File: src/rtl/strip_alloc.sv
// strip_alloc: places items into the first ROM-suggested strip that has room, tracking per-strip fill.
// Define STRIP_ALLOC_STATS_EN to add the alloc_cnt/fail_cnt outputs.
module strip_alloc #(
    parameter int NUM_STRIPS = 15,
    parameter int STRIP_CAP  = 64,
    parameter int WIDTH_W    = 7
) (
    input  logic               clk,
    input  logic               rst_n,
    input  logic               req_valid,
    output logic               req_ready,
    input  logic [4:0]         req_height,
    input  logic [WIDTH_W-1:0] req_width,
    input  logic               clear,
    output logic               rom_en,
    output logic [3:0]         rom_addr,
    input  logic [3:0]         rom_id1,
    input  logic [3:0]         rom_id2,
    input  logic [3:0]         rom_id3,
    output logic               res_valid,
    input  logic               res_ready,
    output logic [3:0]         res_strip,
    output logic [WIDTH_W-1:0] res_offset,
    output logic               res_fail
`ifdef STRIP_ALLOC_STATS_EN
    ,
    output logic [15:0]        alloc_cnt,
    output logic [15:0]        fail_cnt
`endif
);
    typedef enum logic [1:0] {IDLE, LOOKUP, CHECK, RESP} state_t;

    state_t             state, state_nx;
    logic [1:0]         k;
    logic [WIDTH_W-1:0] width;
    logic [WIDTH_W-1:0] fill [NUM_STRIPS];
    logic [3:0]         cand;
    logic               in_range, fit, accept, bad_req, wipe;
    logic [WIDTH_W-1:0] cand_fill;
    logic [WIDTH_W:0]   sum;

    assign req_ready = state == IDLE && !clear;
    assign accept    = req_valid && req_ready;
    assign wipe      = state == IDLE && clear;
    assign bad_req   = req_height < 5'd4 || req_height > 5'd16 || req_width == '0;
    assign rom_en    = state == LOOKUP;
    assign res_valid = state == RESP;
    assign cand      = k == 2'd0 ? rom_id1 : k == 2'd1 ? rom_id2 : rom_id3;
    assign in_range  = cand != 4'hF && 32'(cand) < NUM_STRIPS;
    assign cand_fill = in_range ? fill[cand] : '0;
    // one extra bit so a full strip plus any width cannot wrap into a false fit
    assign sum       = {1'b0, cand_fill} + {1'b0, width};
    assign fit       = state == CHECK && in_range && sum <= (WIDTH_W+1)'(STRIP_CAP);

    always_ff @(posedge clk or negedge rst_n)
        if (!rst_n) state <= IDLE;
        else        state <= state_nx;

    always_comb begin
        state_nx = state;
        case (state)
            IDLE:    state_nx = accept ? (bad_req ? RESP : LOOKUP) : IDLE;
            LOOKUP:  state_nx = CHECK;
            CHECK:   state_nx = (fit || k == 2'd2) ? RESP : CHECK;
            RESP:    state_nx = res_ready ? IDLE : RESP;
            default: state_nx = IDLE;
        endcase
    end

    always_ff @(posedge clk or negedge rst_n) begin
        if (!rst_n) begin
            k          <= '0;
            width      <= '0;
            rom_addr   <= '0;
            res_strip  <= 4'hF;
            res_offset <= '0;
            res_fail   <= 1'b0;
            for (int i = 0; i < NUM_STRIPS; i++) fill[i] <= '0;
        end else begin
            if (wipe)
                for (int i = 0; i < NUM_STRIPS; i++) fill[i] <= '0;
            if (accept) begin
                width <= req_width;
                if (bad_req) begin
                    res_strip  <= 4'hF;
                    res_offset <= '0;
                    res_fail   <= 1'b1;
                end else
                    rom_addr <= req_height <= 5'd12 ? 4'(req_height - 5'd4) : 4'd9;
            end
            if (state == LOOKUP) k <= '0;
            if (state == CHECK) begin
                if (fit) begin
                    res_strip  <= cand;
                    res_offset <= cand_fill;
                    res_fail   <= 1'b0;
                    fill[cand] <= sum[WIDTH_W-1:0];
                end else if (k == 2'd2) begin
                    res_strip  <= 4'hF;
                    res_offset <= '0;
                    res_fail   <= 1'b1;
                end else
                    k <= k + 2'd1;
            end
        end
    end

`ifdef STRIP_ALLOC_STATS_EN
    always_ff @(posedge clk or negedge rst_n) begin
        if (!rst_n) begin
            alloc_cnt <= '0;
            fail_cnt  <= '0;
        end else if (wipe) begin
            alloc_cnt <= '0;
            fail_cnt  <= '0;
        end else if (res_valid && res_ready) begin
            if (!res_fail && alloc_cnt != 16'hFFFF) alloc_cnt <= alloc_cnt + 16'd1;
            if (res_fail && fail_cnt != 16'hFFFF)   fail_cnt  <= fail_cnt + 16'd1;
        end
    end
`endif
endmodule

File: config.mk
export PLATFORM = sky130hd
export DESIGN_NAME = strip_alloc
export DESIGN_NICKNAME = d
export VERILOG_FILES = /design/src/rtl/strip_alloc.sv
export SDC_FILE = /design/constraint.sdc
export NUM_CORES = 1
export LEC_CHECK = 0
export CORE_ASPECT_RATIO = 0.8
export CORE_MARGIN = 3
export CORE_UTILIZATION = 50
export DETAILED_ROUTE_END_ITERATION = 10
export DONT_BUFFER_PORTS = 1
export GPL_ROUTABILITY_DRIVEN = 1
export PLACE_DENSITY = 0.74
export SYNTH_ARGS = -nofsm -noshare
export SYNTH_HDL_FRONTEND = slang
export SYNTH_SLANG_ARGS = --single-unit
File: constraint.sdc
create_clock -name clk -period 13.77 [get_ports clk]
set_clock_uncertainty 0.15 [all_clocks]
set_input_delay 2.0655 -clock clk [delete_from_list [all_inputs] [get_ports clk]]
set_output_delay 2.0655 -clock clk [all_outputs]
set_load 0.01 [all_outputs]
## Word level (Yosys, flattened, before mapping)

Cells that the tools add are included.

- Flip-flop bits (word level): 132
- Logic and storage cells: 92
- Output and inout bits: 19
- Input bits: 29

- Eq/ne operators: 6
- Add/subtract/negate cells: 3
- Reductions and logical operators: 15
- Multiplexer cells: 37
- Magnitude comparators: 7
- Bitwise operators: 2

Operators by type and width:

| operator | count |
|---|---|
| 105-bit 2-to-1 mux | 3 |
| 105-bit bitwise mux | 1 |
| 7-bit 2-to-1 mux | 9 |
| 4-bit 2-to-1 mux | 8 |
| 7-bit binary-select mux with 4-bit select | 1 |
| 7-bit demux with 4-bit select | 1 |
| 2-bit 2-to-1 mux | 7 |
| 7-bit by 7-bit adder with 8-bit output | 1 |
| 8-bit by 7-bit <= comparator with 1-bit output, second input constant | 1 |
| 2-bit case mux with 4 select lines | 1 |
| 1-bit logical AND | 7 |
| 7-bit logical NOT | 1 |
| 2-bit == test, second input constant | 3 |
| 1-bit 2-to-1 mux | 6 |
| 5-bit greater-or-equal comparator, second input constant | 1 |
| 5-bit greater-than comparator, second input constant | 1 |
| 5-bit by 4-bit <= comparator with 1-bit output, second input constant | 1 |
| 5-bit by 1-bit < comparator with 1-bit output, second input constant | 1 |
| 5-bit by 3-bit < comparator with 1-bit output, second input constant | 1 |
| 4-bit inverter with 5-bit output | 1 |
| 2-bit by 1-bit == test with 1-bit output, second input constant | 2 |
| 2-bit logical NOT | 2 |
| 4-bit < comparator, second input constant | 1 |
| 4-bit != test, second input constant | 1 |
| 6 further kinds | 8 |

## Depth between registers and ports, before layout

- Depth after elaboration: 14
- Depth in mapped cells: 20
- Gate-level depth less buffers: 15

## Worst setup path after synthesis

Ideal clock, no wire load.

- Kind: input port to flip-flop
- Start point: input port rom_id2[0]
- End point: register fill[24] (netlist name)
- Buffers on the path: 3
- Library setup time: 0.080 ns
- Stages: 18
- Data arrival time: 5.716 ns
- Required time: 13.540 ns
- Setup slack: 7.824 ns
- Cell sequence: mux2i_1 -> o21a_1 -> buf_2 -> buf_1 -> nand2_1 -> a21oi_1 -> nor3_1 -> nor4_1 -> ha_1 -> fa_1 -> nor3_1 -> nand2_1 -> mux2i_1 -> o211ai_1 -> a211o_1 -> buf_6 -> nor4_4 -> mux2i_1

- Longest elaborated chain between the ends: 12
- Elaborated cells on any way between the ends: 22
- Classes of those cells: add/sub: 1; order compare: 4; eq/ne: 1; mux: 11; bitwise: 1; reduce/logical: 4

Ends and longest elaborated chain:

| element | RTL line | source |
|---|---|---|
| start: declaration | 18 | `input logic [3:0] rom_id2,` |
| 4-bit 2-to-1 mux * (2 in series) | 48 | `assign cand = k == 2'd0 ? rom_id1 : k == 2'd1 ? rom_id2 : rom_id3;` |
| 4-bit inverter with 5-bit output (implied by the code) | 50, 97 |  |
| 7-bit binary-select mux with 4-bit select | 50 | `assign cand_fill = in_range ? fill[cand] : '0;` |
| 7-bit 2-to-1 mux (implied by the code) (2 in series) | 50 |  |
| 7-bit 2-to-1 mux | 50 |  |
| 7-bit by 7-bit adder with 8-bit output | 52 | `assign sum = {1'b0, cand_fill} + {1'b0, width};` |
| 8-bit by 7-bit <= comparator with 1-bit output | 53 | `assign fit = state == CHECK && in_range && sum <= (WIDTH_W+1)'(STRIP_CAP);` |
| 1-bit logical AND | 53 |  |
| 105-bit 2-to-1 mux * | 93 | `if (fit) begin` |
| 105-bit 2-to-1 mux * | 92 | `if (state == CHECK) begin` |
| end signal: indexed assignment | 97 | `fill[cand] <= sum[WIDTH_W-1:0];` |
| end: declaration | 36 | `logic [WIDTH_W-1:0] fill [NUM_STRIPS];` |

Mark *: on every way between the ends. The rest lies on a longest branch, timed or not. The select of a mux whose other input is x is not followed.
A chain may end at the register's enable or synchronous reset.

## Final worst setup path

- Start point: input port rom_id2[3]
- End point: register fill[16] (netlist name)

Same word-level chain as after synthesis.

==> impl_table.tex <==
\begin{tabular}{lr}
\hline
Metric & Value \\
\hline
\multicolumn{2}{l}{\textbf{Detailed routing}} \\
Number of iterations in the first detailed-routing pass & 6 \\
Vias after detailed routing & 5390 \\
Antenna Violating Nets Remaining & 0 \\
Routed wirelength normalized by instance count & 20.49 µm \\
Remaining routing DRC violations & 0 \\
DRC violation total after the first TritonRoute iteration & 513 \\
Vias per Instance & 6.077 \\
Drt total wl & 18170 µm \\
\multicolumn{2}{l}{\textbf{Clocking}} \\
CTS tree & yes \\
Number of hold-repair buffers added at the cts stage & 0 \\
Clock buffers created by TritonCTS & 17 \\
Clock latency reported for the late side of the worst-skew pair & 0.42 ns \\
Number of sinks on the clock net & 132 \\
Count of buffers added by post-CTS timing repair for setup & 0 \\
Total of cells resized after clock tree synthesis & 0 \\
Clock-pin transition on the worst setup and hold timing paths & 0.06 ns \\
Number of buffers on the longest clock path & 2 \\
H-tree depth reported by CTS & 4 \\
Buffer cell driving the clock tree root & sky130\_fd\_sc\_hd\_\_clkbuf\_16 \\
\multicolumn{2}{l}{\textbf{Setup path}} \\
CP delay by family, top & simple AND/OR/NAND/NOR gates \\
Cell-by-cell trace of the critical path & mux2i\_1, o21ai\_0, nand2b\_1, nor3\_1, nor4\_1, ha\_1, fa\_1, and3\_1, nor3\_1, or2\_1, o211ai\_1, a211o\_1, buf\_4, or3\_1, mux2i\_1 \\
Largest stage delay, worst path & 0.68 ns \\
Peak fanout along the critical path & 21 \\
Endpoint arrival time on the critical path & 7.26 ns \\
Count of buffer and inverter cells on the critical path & 1 \\
Worst R2R Path Depth & 14 \\
Standard cell with the maximum stage delay on the critical path & sky130\_fd\_sc\_hd\_\_o21ai\_0 \\
Reg-to-reg startpoint & k[1] \\
Data required time at the worst endpoint & 13.87 ns \\
Worst setup EP type & flop \\
Type of the worst setup path & in -> reg \\
Register-to-register path setup slack & 7.65 ns \\
R2r endpoint & fill[16] \\
Startpoint Class & input pin \\
\multicolumn{2}{l}{\textbf{Yosys}} \\
Post-Synthesis Net Count & 763 \\
Count of flip-flops with a built-in enable after synthesis & 0 \\
Portion of the post-synthesis area used by sequential elements & 47.45\% \\
Library cells used by synthesis & 49 \\
Most common flop cell mapped by yosys & sky130\_fd\_sc\_hd\_\_dfrtp\_1 \\
Combined area of all synthesized cells & 6972 µm² \\
Avg Inst Size Synth & 9.629 µm² \\
Async set-reset flop share out of synthesis & 100.0\% \\
Synth warn & 0 \\
Synthesis-stage register bit count & 132 \\
Synthesized netlist cell count & 724 \\
\multicolumn{2}{l}{\textbf{Pwr}} \\
Max VDD drop & 237.3 µV \\
Static leakage & 0.003251 µW \\
Cell area power density & 290.1 nW/µm² \\
\multicolumn{2}{l}{\textbf{Hold path}} \\
Number of cells traversed by the worst hold path & 2 \\
Worst hold path type & reg -> reg \\
Worst hold start & fill[84] \\
WHS Endpoint & fill[84] \\
\multicolumn{2}{l}{\textbf{Die}} \\
Die Y & 111.6 µm \\
IO Pins & 48 \\
Starting density of the core & 52.66\% \\
Area of the core & 13240 µm² \\
Floorplan die area & 15410 µm² \\
Die width & 138.0 µm \\
FP Rows & 37 \\
\multicolumn{2}{l}{\textbf{STA}} \\
Fin Setup TNS & 0 ns \\
Timing-limited maximum frequency & 0.1395 GHz \\
Final number of setup-violating endpoints & 0 \\
Number of slew-limit violations in the final report & 0 \\
RSZ-0062 raised after global routing & no \\
Min cycle time layout & 7.168 ns \\
Final hold slack & 0.3739 ns \\
Slew at the pin closest to its max-slew limit & 1.105 ns \\
Final Hold Violating Endpoints & 0 \\
Crit share post-route & 52.05\% \\
Relative max-transition margin & 26.32\% \\
\multicolumn{2}{l}{\textbf{Layout}} \\
Share of post-route cells with drive strength above 1 & 10.11\% \\
Most common library cell in the layout ignoring fill and taps & sky130\_fd\_sc\_hd\_\_nand2\_1 \\
Commonest non-fill, non-tap cells in the layout & sky130\_fd\_sc\_hd\_\_nand2\_1, sky130\_fd\_sc\_hd\_\_dfrtp\_1, sky130\_fd\_sc\_hd\_\_mux2i\_1 \\
Layout Area Growth over Synthesis & 9.763\% \\
Antenna diode instance count & 0 \\
Final standard cell utilization of the core & 57.80\% \\
Final nets & 738 \\
\multicolumn{2}{l}{\textbf{Job}} \\
Max-cap check violation count & 0 \\
\multicolumn{2}{l}{\textbf{Placed design}} \\
Placed wire-length estimate & 11360 µm \\
Routability congestion estimate from global placement & 0.8948 \\
Count of input and output buffers & 0 \\
\multicolumn{2}{l}{\textbf{Global route}} \\
Via count of the first global-routing pass & 5368 \\
Pin count of the biggest net entering global routing & 133 \\
Number of antenna violations at the first check in global routing & 0 \\
Overall track demand over capacity in global routing & 23.87\% \\
Aggregate global routing overflow & 0 \\
Wire length of the first global-routing pass & 29400 µm \\
\multicolumn{2}{l}{\textbf{Status}} \\
Status & finished, final reports clean \\
\hline
\end{tabular}
## metrics by stage
stage                     power, µW  worst slack [ns]  cell area (µm²)  std cells
after floorplan                1433             7.824             6972        724
after global placement         1707             6.386             7054        855
after detailed placement       1749             6.274             7054        855
after CTS                      2210             6.702             7652        887
after global routing           2343             6.297             7652        887
final                          2220             6.602             7652        887
## how the worst max path moves through the flow
stage,cells after the start,slack [ns],end,from
after global placement,15,6.39,fill[17],rom_id2[3]
final,15,6.60,fill[16],rom_id2[3]
after CTS,15,6.70,fill[16],rom_id2[3]
after global routing,15,6.30,fill[16],rom_id2[3]
after detailed placement,15,6.27,fill[16],rom_id2[3]
after floorplan,18,7.82,fill[24],rom_id2[0]
## registers in the layout (all words and copies together), names as in the netlist
signal / count
state: 2
res_strip: 4
k: 2
res_offset: 7
fill: 105
width: 7
rom_addr: 4
res_fail: 1
## routing by layer
metal,GRT usage [%],wire [µm],vias to the layer above
li1,-,-,2440
met1,33.81,8080,2696
met2,36.51,8290,224
met3,5.453,1454,30
met4,8.032,348,0
met5,0,0,-
## logic make-up after synthesis
kind of cell / synth area share (%)
compound gates: 7.897
xor+xnor: 0.3590
fa+ha+maj: 1.902
buf+inv: 3.356
flops: 47.45
mux: 17.37
simple gates: 21.66
## power by group
part	switching (µW)	internal (µW)
clock network	166	289
registers	98.3	517
logic	819	330
total	1080	1140
## synth_stat cells (4+ instances only)
master                     number  area share [%]
sky130_fd_sc_hd__nand2_1      224              12
sky130_fd_sc_hd__dfstp_2        4             1.5
sky130_fd_sc_hd__nand3_1       16             1.1
sky130_fd_sc_hd__a21oi_1       44             3.2
sky130_fd_sc_hd__nor3_1        19             1.4
sky130_fd_sc_hd__mux2_2         8             1.3
sky130_fd_sc_hd__clkbuf_1      34             1.8
sky130_fd_sc_hd__inv_1          5            0.27
sky130_fd_sc_hd__o21ai_0        6            0.43
sky130_fd_sc_hd__buf_1          5            0.27
sky130_fd_sc_hd__a22o_1         9             1.1
sky130_fd_sc_hd__ha_1           9             1.6
sky130_fd_sc_hd__dfrtp_1      128              46
sky130_fd_sc_hd__a211oi_1       9            0.97
sky130_fd_sc_hd__buf_2         10            0.72
sky130_fd_sc_hd__o21a_1         4            0.43
sky130_fd_sc_hd__nor2b_1        5            0.45
sky130_fd_sc_hd__nor2_1        11            0.59
sky130_fd_sc_hd__nor3_4        11             2.6
sky130_fd_sc_hd__mux2i_1      112              16
sky130_fd_sc_hd__nor4_1         9            0.81
## worst register-to-register path, stage by stage (launching register included)
cell	delay, ns
sky130_fd_sc_hd__dfrtp_1	0.57
sky130_fd_sc_hd__o21ai_0	0.77
sky130_fd_sc_hd__nand2b_1	0.61
sky130_fd_sc_hd__nor3_1	0.44
sky130_fd_sc_hd__nor4_1	0.13
sky130_fd_sc_hd__ha_1	0.24
sky130_fd_sc_hd__fa_1	0.45
sky130_fd_sc_hd__and3_1	0.21
sky130_fd_sc_hd__nor3_1	0.12
sky130_fd_sc_hd__or2_1	0.62
sky130_fd_sc_hd__o211ai_1	0.23
sky130_fd_sc_hd__a211o_1	0.33
sky130_fd_sc_hd__buf_4	0.27
sky130_fd_sc_hd__or3_1	0.62
sky130_fd_sc_hd__mux2i_1	0.20
## layout make-up
cell class | count | area, µm²
clock inverters | 9 | 100.1
clock buffers | 23 | 498.0
flip-flops and latches | 132 | 3308
well taps | 175 | 219.0
fillers | 1114 | 5588
multi-input cells | 536 | 3456
inverters | 5 | 18.77
repair buffers | 7 | 52.55
Note: power is estimated with default switching activity, not from simulation.
